## src/rtl/bin_to_bcd_seq_if.sv

```systemverilog
// Handshake and result bundle for the sequential binary-to-BCD converter.
//   start    : request a conversion (sampled only when idle)
//   bin      : WIDTH-bit unsigned value, captured on the accepted-start edge
//   busy     : conversion in progress
//   done     : one-cycle pulse when bcd/overflow are updated
//   bcd      : DIGITS packed BCD digits, units in bits [3:0]
//   overflow : value did not fit in DIGITS digits
// master = requester (drives start/bin); slave = converter.
interface bin_to_bcd_seq_if #(
    parameter int WIDTH  = 8,
    parameter int DIGITS = 3
);
    logic                  start;
    logic [WIDTH-1:0]      bin;
    logic                  busy;
    logic                  done;
    logic [4*DIGITS-1:0]   bcd;
    logic                  overflow;

    modport master (output start, bin, input busy, done, bcd, overflow);
    modport slave  (input start, bin, output busy, done, bcd, overflow);
endinterface

```

## src/rtl/bin_to_bcd_seq.sv

```systemverilog
// Sequential binary-to-BCD converter (shift-add-3 / double-dabble).
// One WIDTH-bit unsigned value becomes DIGITS packed BCD digits over
// WIDTH+1 clocks: accept edge, WIDTH shift edges, then one edge that
// publishes the result and pulses done.
// Ports:
//   clk   : system clock, rising edge
//   rst_n : asynchronous active-low reset
//   io    : bin_to_bcd_seq_if.slave (start/bin in; busy/done/bcd/overflow out)

// Per-digit correction: a digit of 5 or more gets +3 so that the
// following left shift carries correctly into the next decade.
module bcd_add3 (
    input  logic [3:0] d,
    output logic [3:0] q
);
    assign q = (d >= 4'd5) ? d + 4'd3 : d;
endmodule

module bin_to_bcd_seq #(
    parameter int WIDTH  = 8,
    parameter int DIGITS = 3
) (
    input  logic              clk,
    input  logic              rst_n,
    bin_to_bcd_seq_if.slave   io
);
    localparam int CW = $clog2(WIDTH + 1);
    localparam int BW = 4 * DIGITS;

    typedef enum logic {IDLE, SHIFT} state_t;

    state_t                   state, state_nxt;
    logic [WIDTH-1:0]         sreg;
    logic [DIGITS-1:0][3:0]   scratch;
    logic [DIGITS-1:0][3:0]   adj;
    logic [BW-1:0]            adj_flat;
    logic [BW-1:0]            scr_shift;
    logic                     carry_out;
    logic [CW-1:0]            cnt;
    logic                     sticky;
    logic                     done_q;
    logic                     ovf_q;
    logic [BW-1:0]            bcd_q;
    logic                     accept;
    logic                     finish;
    logic                     last;

    // All digits are corrected in parallel before each shift.
    for (genvar g = 0; g < DIGITS; g++) begin : g_dig
        bcd_add3 u_add3 (.d(scratch[g]), .q(adj[g]));
    end

    assign adj_flat  = adj;
    // Shift-register MSB enters the units LSB; top digit MSB falls out.
    assign scr_shift = {adj_flat[BW-2:0], sreg[WIDTH-1]};
    assign carry_out = adj_flat[BW-1];
    // cnt counts completed shifts; WIDTH means the result is ready.
    assign last      = (cnt == CW'(WIDTH));

    always_comb begin
        state_nxt = state;
        accept    = 1'b0;
        finish    = 1'b0;
        case (state)
            IDLE: begin
                if (io.start) begin
                    accept    = 1'b1;
                    state_nxt = SHIFT;
                end
            end
            SHIFT: begin
                if (last) begin
                    finish    = 1'b1;
                    state_nxt = IDLE;
                end
            end
            default: state_nxt = IDLE;
        endcase
    end

    always_ff @(posedge clk or negedge rst_n) begin
        if (!rst_n) state <= IDLE;
        else        state <= state_nxt;
    end

    always_ff @(posedge clk or negedge rst_n) begin
        if (!rst_n) begin
            sreg    <= '0;
            scratch <= '0;
            cnt     <= '0;
            sticky  <= 1'b0;
            done_q  <= 1'b0;
            ovf_q   <= 1'b0;
            bcd_q   <= '0;
        end else begin
            done_q <= finish;
            if (accept) begin
                sreg    <= io.bin;
                scratch <= '0;
                sticky  <= 1'b0;
                cnt     <= '0;
            end else if (state == SHIFT && !last) begin
                scratch <= scr_shift;
                sreg    <= {sreg[WIDTH-2:0], 1'b0};
                // Any bit lost off the top digit means value >= 10^DIGITS.
                sticky  <= sticky | carry_out;
                cnt     <= cnt + CW'(1);
            end
            // Results only change here, so they hold across a conversion.
            if (finish) begin
                bcd_q <= scratch;
                ovf_q <= sticky;
            end
        end
    end

    assign io.busy     = (state == SHIFT);
    assign io.done     = done_q;
    assign io.bcd      = bcd_q;
    assign io.overflow = ovf_q;
endmodule
```

## src/flat_wrapper.sv

```systemverilog
// flat-port wrapper written by rule: the top's interface ports become plain ports
module bin_to_bcd_seq_flat 
#(
    parameter int WIDTH  = 8,
    parameter int DIGITS = 3
)
  (clk, rst_n, io_start, io_bin, io_busy, io_done, io_bcd, io_overflow);
  bin_to_bcd_seq_if #(.WIDTH(WIDTH), .DIGITS(DIGITS)) io_i ();
  input  logic clk;
  input  logic rst_n;
  input wire logic [$bits(io_i.start)-1:0] io_start;
  input wire logic [$bits(io_i.bin)-1:0] io_bin;
  output wire logic [$bits(io_i.busy)-1:0] io_busy;
  output wire logic [$bits(io_i.done)-1:0] io_done;
  output wire logic [$bits(io_i.bcd)-1:0] io_bcd;
  output wire logic [$bits(io_i.overflow)-1:0] io_overflow;
  assign io_i.start = io_start;
  assign io_i.bin = io_bin;
  assign io_busy = io_i.busy;
  assign io_done = io_i.done;
  assign io_bcd = io_i.bcd;
  assign io_overflow = io_i.overflow;
  bin_to_bcd_seq #(.WIDTH(WIDTH), .DIGITS(DIGITS)) u_core (.clk(clk), .rst_n(rst_n), .io(io_i));
endmodule
```

## config.mk

```make
export PLATFORM = sky130hd
export DESIGN_NAME = bin_to_bcd_seq_flat
export DESIGN_NICKNAME = d
export VERILOG_FILES = /design/src/rtl/bin_to_bcd_seq_if.sv /design/src/rtl/bin_to_bcd_seq.sv /design/src/flat_wrapper.sv
export SDC_FILE = /design/constraint.sdc
export NUM_CORES = 1
export LEC_CHECK = 0
export CORE_ASPECT_RATIO = 2
export CORE_UTILIZATION = 48
export CTS_CLUSTER_SIZE = 8
export DETAILED_ROUTE_END_ITERATION = 6
export PLACE_DENSITY = 0.82
export SYNTH_ARGS = -nofsm -noshare
export SYNTH_HDL_FRONTEND = slang
export SYNTH_SLANG_ARGS = --single-unit
```

## constraint.sdc

```tcl
create_clock -name clk -period 1.4 [get_ports clk]
set_input_delay 0.42 -clock clk [delete_from_list [all_inputs] [get_ports clk]]
set_output_delay 0.42 -clock clk [all_outputs]
set_load 0.01 [all_outputs]
```

# Yosys cells after proc, flatten, opt, wreduce, memory -nomap -nowiden
# Index checks and enable logic that the tools add are counted.
dict set report classes {
  add_sub_neg 4
  magnitude_cmp 3
  n_eq_ne 1
  mux 17
  bitwise 2
  reduce_logical 3
}
# cell n
set ops {}
lappend ops {{$mux W12} 2}
lappend ops {{$mux W4} 5}
lappend ops {{$mux W8} 2}
lappend ops {{$add A4 B2 Y4 const B} 3}
lappend ops {{$ge A4 B3 Y1 const B} 3}
lappend ops {{$mux W1} 7}
lappend ops {{$add A4 B1 Y4 const B} 1}
lappend ops {{$eq A4 B4 Y1 const B} 1}
lappend ops {{$pmux W1 S2} 1}
lappend ops {{$reduce_bool A2 Y1} 1}
lappend ops {{$logic_and A1 B1 Y1} 1}
lappend ops {{$logic_not A1 Y1} 1}
lappend ops {{$not A1 Y1} 1}
lappend ops {{$or A1 B1 Y1} 1}
dict set report word_totals {
  reg_bits 40
  inputBits 11
  out_inout_bits 15
  word_cells 40
}

# Logic depth before layout (Yosys ltp)
# Gate-level depths: netlist (run 1).
dict set report depth {
  depth_word 5
  mapped_depth 8
  ltp_nobuf 7
}

# By module
# Synthesis (run 1) repeated with hierarchy kept, for this count alone.
dict set report unflattened {
  hier_cells 187
  area_unflattened_um2 1971.9
}
# module instances cells_each area_per_inst_um2 seq_area_each_um2
set by_module_without_submodules {}
lappend by_module_without_submodules {bin_to_bcd_seq 1 139 1667.8 1001.0}
lappend by_module_without_submodules {bcd_add3 3 16 101.3 0.0}

# Least setup slack after synthesis (run 1)
# OpenSTA, ideal clock, no wires.
dict set report synth_path {
  path_kind {flip-flop to flip-flop}
  from {register u_core.scratch[0] (netlist bit)}
  to {register u_core.scratch[2] (netlist bit)}
  setup_time_ps 83
  arrival_ps 1454
  required_ps 1317
  setup_slack_ps -136
  path_stages_with_launch 7
  n_path_buf 0
  period_less_slack_ps 1536
  path_cell_list {dfrtp_1 inv_1 ha_1 nand2b_1 a21oi_1 mux2_2 o21ai_0}
}
dict set report synth_via {
  elab_chain_len 4
  elab_cells_between_ends 5
  classes_between {1 x add/sub; 1 x order compare; 3 x mux}
}
# item line
set synth_rtl {}
lappend synth_rtl {{from (decl)} bin_to_bcd_seq.sv:34} ;# logic [DIGITS-1:0][3:0] scratch;
lappend synth_rtl {{from (signal assigned)} bin_to_bcd_seq.sv:103} ;# scratch <= scr_shift;
lappend synth_rtl {{$add A4 B2 Y4 or $ge A4 B3 Y1 (tied branches)} bin_to_bcd_seq.sv:16} ;# assign q = (d >= 4'd5) ? d + 4'd3 : d;
lappend synth_rtl {{$mux W4 *} bin_to_bcd_seq.sv:16}
lappend synth_rtl {{$mux W12 *} bin_to_bcd_seq.sv:102} ;# end else if (state == SHIFT && !last) begin
lappend synth_rtl {{$mux W12 *} bin_to_bcd_seq.sv:97} ;# if (accept) begin
# Mark *: on every way between the ends. The rest lies on a longest branch, timed or not. The select of a mux whose other input is x is not followed.
# A chain may end at the register's enable or synchronous reset.

# Worst setup path after layout (run 1)
dict set report layout_path {
  from {register u_core.scratch[5] (netlist bit)}
  to {register u_core.scratch[6] (netlist bit)}
}
# Same word-level chain as after synthesis.

==> flow_metrics.env, run 1 <==
export IMPL_ff2ff_setup_slack_ns=-0.004
export IMPL_skew_ns=0.0108
export IMPL_pin_count=26
export IMPL_mostFrequentLayoutCell="dfrtp_1"
export IMPL_fmax_ghz=0.712
export IMPL_power_density_nw_per_um2=2440
export IMPL_yosysSeqAreaShare_pct=52.7
export IMPL_ys_top_cells_by_area="dfrtp_1 (53%), mux2_2 (5.9%), nand2_1 (5.9%)"
export IMPL_dieArea_um2=4230
export IMPL_clk_insertion_delay_late_ns=0.29
export IMPL_fp_dieW_um=46.5
export IMPL_reg2regPathDepth=6
export IMPL_cap_violations=0
export IMPL_worst_slack_ns=-0.00377
export IMPL_status="complete, but fails checks"
export IMPL_dr_pass1_iters=6
export IMPL_synth_compound_area_share_pct=15.2
export IMPL_dpl_hpwl_mm=2.66
export IMPL_drt_vias_per_instance=5.18
export IMPL_ir_worst_vdd_v=0.00151
export IMPL_max_slew_worst_pin_slew_ns=0.287
export IMPL_vias=1467
export IMPL_cp_start_kind="flop"
export IMPL_final_net_count=250
export IMPL_antenna_found_initial=0
export IMPL_grt_use_total_pct=21.8
export IMPL_path_class="reg -> reg"
export IMPL_grt_overflow=0
export IMPL_portBuffers=25
export IMPL_yosysTopAreaCell="dfrtp_1"
export IMPL_yosysWarnings=0
export IMPL_mostFrequentLayoutCells="dfrtp_1 (40), nand2_1 (29), buf_4 (29)"
export IMPL_layout_drive_gt1_share_pct=40.1
export IMPL_synthXorXnorAreaFrac_pct=2.77
export IMPL_dpl_worst_slack_ns=-0.327
export IMPL_post_drt_wl_per_cell_um=14.4
export IMPL_fillers=250
export IMPL_drc=0
export IMPL_cp_end_kind="flop"
export IMPL_grt_start_max_net_pins=41
export IMPL_grt_pass1_wl_mm=6.69
export IMPL_cellLeakagePower_nw=1.29
export IMPL_synth_cell_type_count=28
export IMPL_avgSynthCellArea_um2=11.0
export IMPL_cts_clk_slew_worst_paths_ns=0.08
export IMPL_hp_class="in -> async"
export IMPL_synth_simple_area_share_pct=12.9
export IMPL_antennaDiodeCount=0
export IMPL_area_growth_pct=42.5
export IMPL_grt_pass1_vias=1540
export IMPL_setup_viol=1
export IMPL_rows=32
export IMPL_regToRegStartpoint="u_core.scratch[5]$_DFFE_PN0P_"
export IMPL_final_max_slew_viol_count=0
export IMPL_period_share_pct=100
export IMPL_violations="setup timing"
export IMPL_synthAdderAreaFrac_pct=5.27
export IMPL_clockBufferDepth=2
export IMPL_path_max_fanout=4
export IMPL_cts_tree="yes"
export IMPL_worst_endpoint_arrival_ns=1.63
export IMPL_finalHoldViolations=0
export IMPL_slew_headroom_pct=80.7
export IMPL_place_congestion=0.839
export IMPL_synth_area_um2=1900
export IMPL_ant_nets=0
export IMPL_synth_cells=173
export IMPL_synth_seq_cells=40
export IMPL_cts_hold_buf=0
export IMPL_cts_buffers=5
export IMPL_synth_top_area_share_pct=52.7
export IMPL_wirelength_mm=4.08
export IMPL_initial_utilization_pct=49.9
export IMPL_synth_mux_area_share_pct=6.46
export IMPL_coreArea_um2=3800
export IMPL_synth_top_family_by_area="compound AO/OA/AOI/OAI gates"
export IMPL_cts_sinks=40
export IMPL_clock_root_buffer="clkbuf_8"
export IMPL_min_period_ns=1.40
export IMPL_cp_data_required_time_ns=1.62
export IMPL_rsz0062_at_grt="true"
export IMPL_die_h_um=90.9
export IMPL_r2r_end="u_core.scratch[6]$_DFFE_PN0P_"
export IMPL_finalPower_mw=6.61
export IMPL_syn_num_nets=192
export IMPL_first_iter_violations=38
export IMPL_h_tree_depth=2
-- flip-flops by register name, indices dropped and copies added, names as in the netlist --
signal and cells:
u_core.sreg 8, u_core.sticky 1, u_core.io.bcd 12, u_core.io.busy 1, u_core.io.done 1, u_core.io.overflow 1, u_core.cnt 4, u_core.scratch 12
-- final cells by class --
| cell class | count | area, um^2 | share of cell area (%) |
|---|---|---|---|
| flip-flops and latches | 40 | 1000 | 37.0 |
| multi-input cells | 115 | 975 | 36.0 |
| repair buffers | 59 | 520 | 19.2 |
| clock buffers | 6 | 72.6 | 2.68 |
| well taps | 51 | 63.8 | 2.36 |
| inverters | 10 | 37.5 | 1.39 |
| clock inverters | 2 | 35.0 | 1.30 |
-- worst max path at each step --
stage / start / endpoint / slack, ns / depth (start not counted)
after floorplan: u_core.scratch[1]$_DFFE_PN0P_ / u_core.scratch[2]$_DFFE_PN0P_ / -0.01 / 6
after global placement: io_start / u_core.scratch[7]$_DFFE_PN0P_ / -0.25 / 6
after detailed placement: io_start / u_core.scratch[7]$_DFFE_PN0P_ / -0.33 / 6
after CTS: u_core.scratch[8]$_DFFE_PN0P_ / u_core.scratch[10]$_DFFE_PN0P_ / -0.02 / 5
after global routing: u_core.scratch[5]$_DFFE_PN0P_ / u_core.scratch[6]$_DFFE_PN0P_ / -0.07 / 6
final: u_core.scratch[5]$_DFFE_PN0P_ / u_core.scratch[6]$_DFFE_PN0P_ / -0.004 / 6
-- critical path, cell delays in order, from the launching register on --
cell,delay (ns)
dfrtp_1,0.37
inv_2,0.07
ha_2,0.18
nand2b_4,0.14
a21oi_4,0.14
mux2_4,0.33
o21ai_2,0.12
-- cells in the mapped netlist --
library cell and number:
a21oi_1 4, a21oi_4 1, a22oi_1 2, a22oi_2 4, a32o_1 3, and2_4 1
buf_2 5, buf_6 2, clkbuf_1 1, dfrtp_1 40, ha_1 8, inv_1 9
inv_2 1, mux2_2 10, mux2i_1 1, nand2_1 30, nand2b_1 4, nand3_1 11
nand3b_4 1, nand4b_1 1, nor2b_1 1, nor3b_1 1, o21ai_0 18, o21ai_1 1
o31ai_1 5, o31ai_2 2, xnor2_1 3, xor2_1 3
-- cell families (layout without fill, tap and decap cells) --
logic type / after synthesis / in the layout
and+or+nand+nor: 50 / 50
AOI/OAI and AO/OA: 40 / 40
DFF: 40 / 40
buffers and inverters: 18 / 77
muxes: 11 / 11
adders and majority gates: 8 / 8
xor gates and xnor gates: 6 / 6
-- power by group --
| part | total, mW | internal, mW | switching [mW] |
|---|---|---|---|
| sequential | 2.10 | 1.66 | 0.438 |
| combinational | 3.58 | 1.95 | 1.64 |
| clock | 0.930 | 0.529 | 0.401 |
| total | 6.61 | 4.13 | 2.48 |
-- through the flow --
stage / utilization [%] / hold slack, ns / setup TNS, ns / area (um^2) / cells
floorplan: - / 0.124 / -0.0111 / 1950 / 173
global placement: 63.6 / 0.408 / -3.30 / 2420 / 268
detailed placement: 63.6 / 0.406 / -4.75 / 2420 / 268
CTS: 68.5 / 0.0885 / -0.0235 / 2600 / 277
global route: 71.1 / 0.0940 / -0.264 / 2710 / 283
finish: 71.1 / 0.0795 / -0.00377 / 2710 / 283
-- timing repair --
| action | 4_1_cts | 5_1_grt |
|---|---|---|
| gates cloned | 0 | 0 |
| setup endpoints to repair | 23 | 40 |
| setup buffers | 1 | 6 |
| pin swaps | 5 | 9 |
| resized for setup | 34 | 22 |
-- metal layers --
metal	global-route usage [%]	up-vias	wire [um]
li1	-	711	-
met1	25.0	709	1600
met2	35.5	34	2240
met3	4.17	13	103
met4	11.8	0	132
met5	0	-	0
Power figures use the tool's default switching activity.
==> run 2, diff against run 1 <==
CORE_UTILIZATION = 49   (was 48)
PLACE_DENSITY = 0.83   (was 0.82)
SYNTH_HIERARCHICAL = 1   (was not set)
==> flow_metrics.env, run 2 <==
export IMPL_layout_drive_gt1_share_pct=36.7
export IMPL_cp_slowest_cell="dfrtp_1"
export IMPL_crit_start="u_core/cnt[1]$_DFFE_PN0P_"
export IMPL_regToRegStartpoint="u_core/cnt[1]$_DFFE_PN0P_"
export IMPL_rsz0062_at_grt="true"
export IMPL_cts_sinks=40
export IMPL_wirelength_mm=5.14
export IMPL_grt_pass1_vias=1775
export IMPL_place_congestion=0.763
export IMPL_finalHoldViolations=0
export IMPL_async_flop_share_pct=100
export IMPL_whs_ns=0.0380
export IMPL_switching_share_pct=38.9
export IMPL_avgSynthCellArea_um2=10.5
export IMPL_h_tree_depth=2
export IMPL_cts_clk_slew_worst_paths_ns=0.08
export IMPL_fillers=267
export IMPL_die_h_um=91.7
export IMPL_grt_use_total_pct=26.5
export IMPL_yosysMostFrequentCell="dfrtp_1"
export IMPL_synth_seq_cells=40
export IMPL_finalPower_mw=7.18
export IMPL_setup_viol=22
export IMPL_cellLeakagePower_nw=1.40
export IMPL_slew_headroom_pct=73.4
export IMPL_power_density_nw_per_um2=2490
export IMPL_initial_utilization_pct=51.3
export IMPL_design_area_um2=2880
export IMPL_max_stage_delay_ns=0.40
export IMPL_synth_top_area_share_pct=50.8
export IMPL_min_period_ns=1.48
export IMPL_reg2regPathDepth=6
export IMPL_synthFlopType="dfrtp_1"
export IMPL_yosysWarnings=6
export IMPL_drt_vias_per_instance=5.49
export IMPL_fp_dieW_um=46.9
export IMPL_clockBufferDepth=2
export IMPL_p_int_mw=4.39
export IMPL_post_drt_wl_per_cell_um=16.8
export IMPL_dpl_hpwl_mm=3.01
export IMPL_vias=1684
export IMPL_met3_usage_pct=3.35
export IMPL_ir_worst_vdd_v=0.00158
export IMPL_area_growth_pct=45.9
export IMPL_clkPwrFrac_pct=13.1
export IMPL_violations="setup timing"
export IMPL_ant_nets=0
export IMPL_fmax_ghz=0.675
export IMPL_utilization_pct=74.8
export IMPL_clock_root_buffer="clkbuf_8"
export IMPL_cp_start_kind="flop"
export IMPL_hp_class="in -> async"
export IMPL_status="complete, but fails checks"
export IMPL_placed_cell_area_um2=2500
export IMPL_path_class="reg -> reg"
export IMPL_yosysTopAreaCell="dfrtp_1"
export IMPL_cts_buffers=5
export IMPL_cp_end_kind="flop"
export IMPL_rows=32
export IMPL_ff2ff_setup_slack_ns=-0.08
export IMPL_yosysSeqAreaShare_pct=50.8
export IMPL_pin_count=26
export IMPL_netlist_top_cells_count="dfrtp_1 (40), nand2_1 (27), o21ai_0 (17)"
export IMPL_gr_max_usage_layer="met2"
export IMPL_grt_overflow=0
export IMPL_worstPathCellList="inv_2 -> ha_4 -> nand3b_4 -> and2_4 -> buf_6 -> a221o_1"
export IMPL_syn_num_nets=206
export IMPL_mostFrequentLayoutCells="dfrtp_1 (39), buf_4 (35), nand2_1 (26)"
export IMPL_dieArea_um2=4300
export IMPL_coreArea_um2=3840
export IMPL_dr_pass1_iters=7
export IMPL_ys_top_cells_by_area="dfrtp_1 (51%), mux2_2 (8.0%), nand2_1 (5.1%)"
export IMPL_max_slew_worst_pin_slew_ns=0.398
export IMPL_worst_slack_ns=-0.0814
export IMPL_final_net_count=274
export IMPL_worst_endpoint_arrival_ns=1.65
export IMPL_synth_edf_count=0
export IMPL_multi_input_area_um2=1040
export IMPL_portBuffers=25
export IMPL_tns_ns=-0.715
export IMPL_gr_usage_met2_pct=45.5
export IMPL_cap_violations=0
export IMPL_crit_path_end="u_core/sreg[7]$_DFFE_PN0P_"
export IMPL_final_max_slew_viol_count=0
export IMPL_antenna_found_initial=0
export IMPL_power_frac_seq_pct=29.7
export IMPL_drc=0
export IMPL_cp_data_required_time_ns=1.57
export IMPL_r2r_end="u_core/sreg[7]$_DFFE_PN0P_"
export IMPL_clk_insertion_delay_late_ns=0.29
export IMPL_grt_start_max_net_pins=26
export IMPL_synth_cell_type_count=27
export IMPL_skew_ns=0.00639
export IMPL_synth_cells=187
export IMPL_grt_pass1_wl_mm=8.12
export IMPL_synth_area_um2=1970
export IMPL_mostFrequentLayoutCell="dfrtp_1"
export IMPL_pwr_share_comb_pct=57.1
export IMPL_period_share_pct=106
export IMPL_antennaDiodeCount=0
export IMPL_first_iter_violations=40
export IMPL_seq_area_um2=1000
export IMPL_p_sw_mw=2.79
export IMPL_cts_tree="yes"
export IMPL_path_max_fanout=6
export IMPL_cts_hold_buf=0
export IMPL_gr_usage_met1_pct=30.0
## run 2: cell count changes after synthesis, sizes merged, moves of 3 or more
cell	delta
a221o	+7
a22oi	-6
a32o	-3
and2	+7
buf	-4
clkbuf	+4
mux2	+4
nand2	-3
nand2b	+3
nand3	+3
nor2	+4
o31ai	-6
## run 2: kinds of logic (layout without fill, tap and decap cells)
group / count (synthesis) / count (layout) / share of synthesized area [%]
adder cells (fa/ha/maj): 8 / 8 / 5.08
AND/OR/NAND/NOR: 64 / 64 / 16.6
multiplexers: 17 / 17 / 9.52
flip-flops: 40 / 40 / 50.8
AO/OA/AOI/OAI: 35 / 36 / 12.1
buffers and inverters: 19 / 87 / 4.19
XOR/XNOR: 4 / 4 / 1.78
## run 2: metrics by stage
stage | setup WS, ns | instances
after floorplan | -0.0869 | 187
after global placement | -0.227 | 285
after detailed placement | -0.294 | 285
after CTS | -0.0206 | 301
after global routing | -0.109 | 307
final | -0.0814 | 307
## run 2: worst min-delay path by stage
| stage | depth (start not counted) | from | slack, ns | endpoint |
|---|---|---|---|---|
| after floorplan | 0 | rst_n | 0.12 | u_core/cnt[0]$_DFFE_PN0P_ |
| after global placement | 1 | rst_n | 0.35 | u_core/io.bcd[3]$_DFFE_PN0P_ |
| after detailed placement | 1 | rst_n | 0.36 | u_core/io.bcd[3]$_DFFE_PN0P_ |
| after CTS | 1 | rst_n | 0.04 | u_core/io.bcd[3]$_DFFE_PN0P_ |
| after global routing | 1 | rst_n | 0.06 | u_core/scratch[3]$_DFFE_PN0P_ |
| final | 1 | rst_n | 0.04 | u_core/scratch[3]$_DFFE_PN0P_ |
## run 2: worst max-delay path, delay by kind of cell (launching register included)
kind,cells,cell delay (ns)
adders and majority gates,1,0.16
buffers and inverters,2,0.23
AOI/OAI and AO/OA,1,0.32
DFF,1,0.40
and+or+nand+nor,2,0.25
## run 2: per-layer routing
metal | share of wire (%) | wire (um) | vias up
met5 | 0 | 0 | -
met4 | 4.2 | 215 | 0
met3 | 3.4 | 175 | 23
met2 | 57 | 2930 | 57
met1 | 35 | 1820 | 824
li1 | - | - | 780
## run 2: what timing repair did
action	4_1_cts	5_1_grt
endpoints found under the setup margin	40	40
setup buffers	7	5
resized for setup	33	36
cloned	1	1
pin swaps	10	4
## run 2: final cells by class
cell class / count / share of cell area, %
sequential: 40 / 34.8
clock buffer: 5 / 2.39
multi-input combinational: 129 / 36.2
timing repair buffer: 68 / 21.4
tap: 51 / 2.22
inverter: 11 / 1.44
clock inverter: 3 / 1.48
## run 2: power by group through the flow
| stage | Combinational [mW] | Clock, mW | Sequential, mW |
|---|---|---|---|
| final | 4.10 | 0.942 | 2.13 |
| after global routing | 4.46 | 1.00 | 2.18 |
| after CTS | 3.56 | 0.957 | 2.06 |
| after detailed placement | 3.18 | 0 | 2.08 |
| after global placement | 3.05 | 0 | 2.06 |
| after floorplan | 1.83 | 0 | 2.11 |
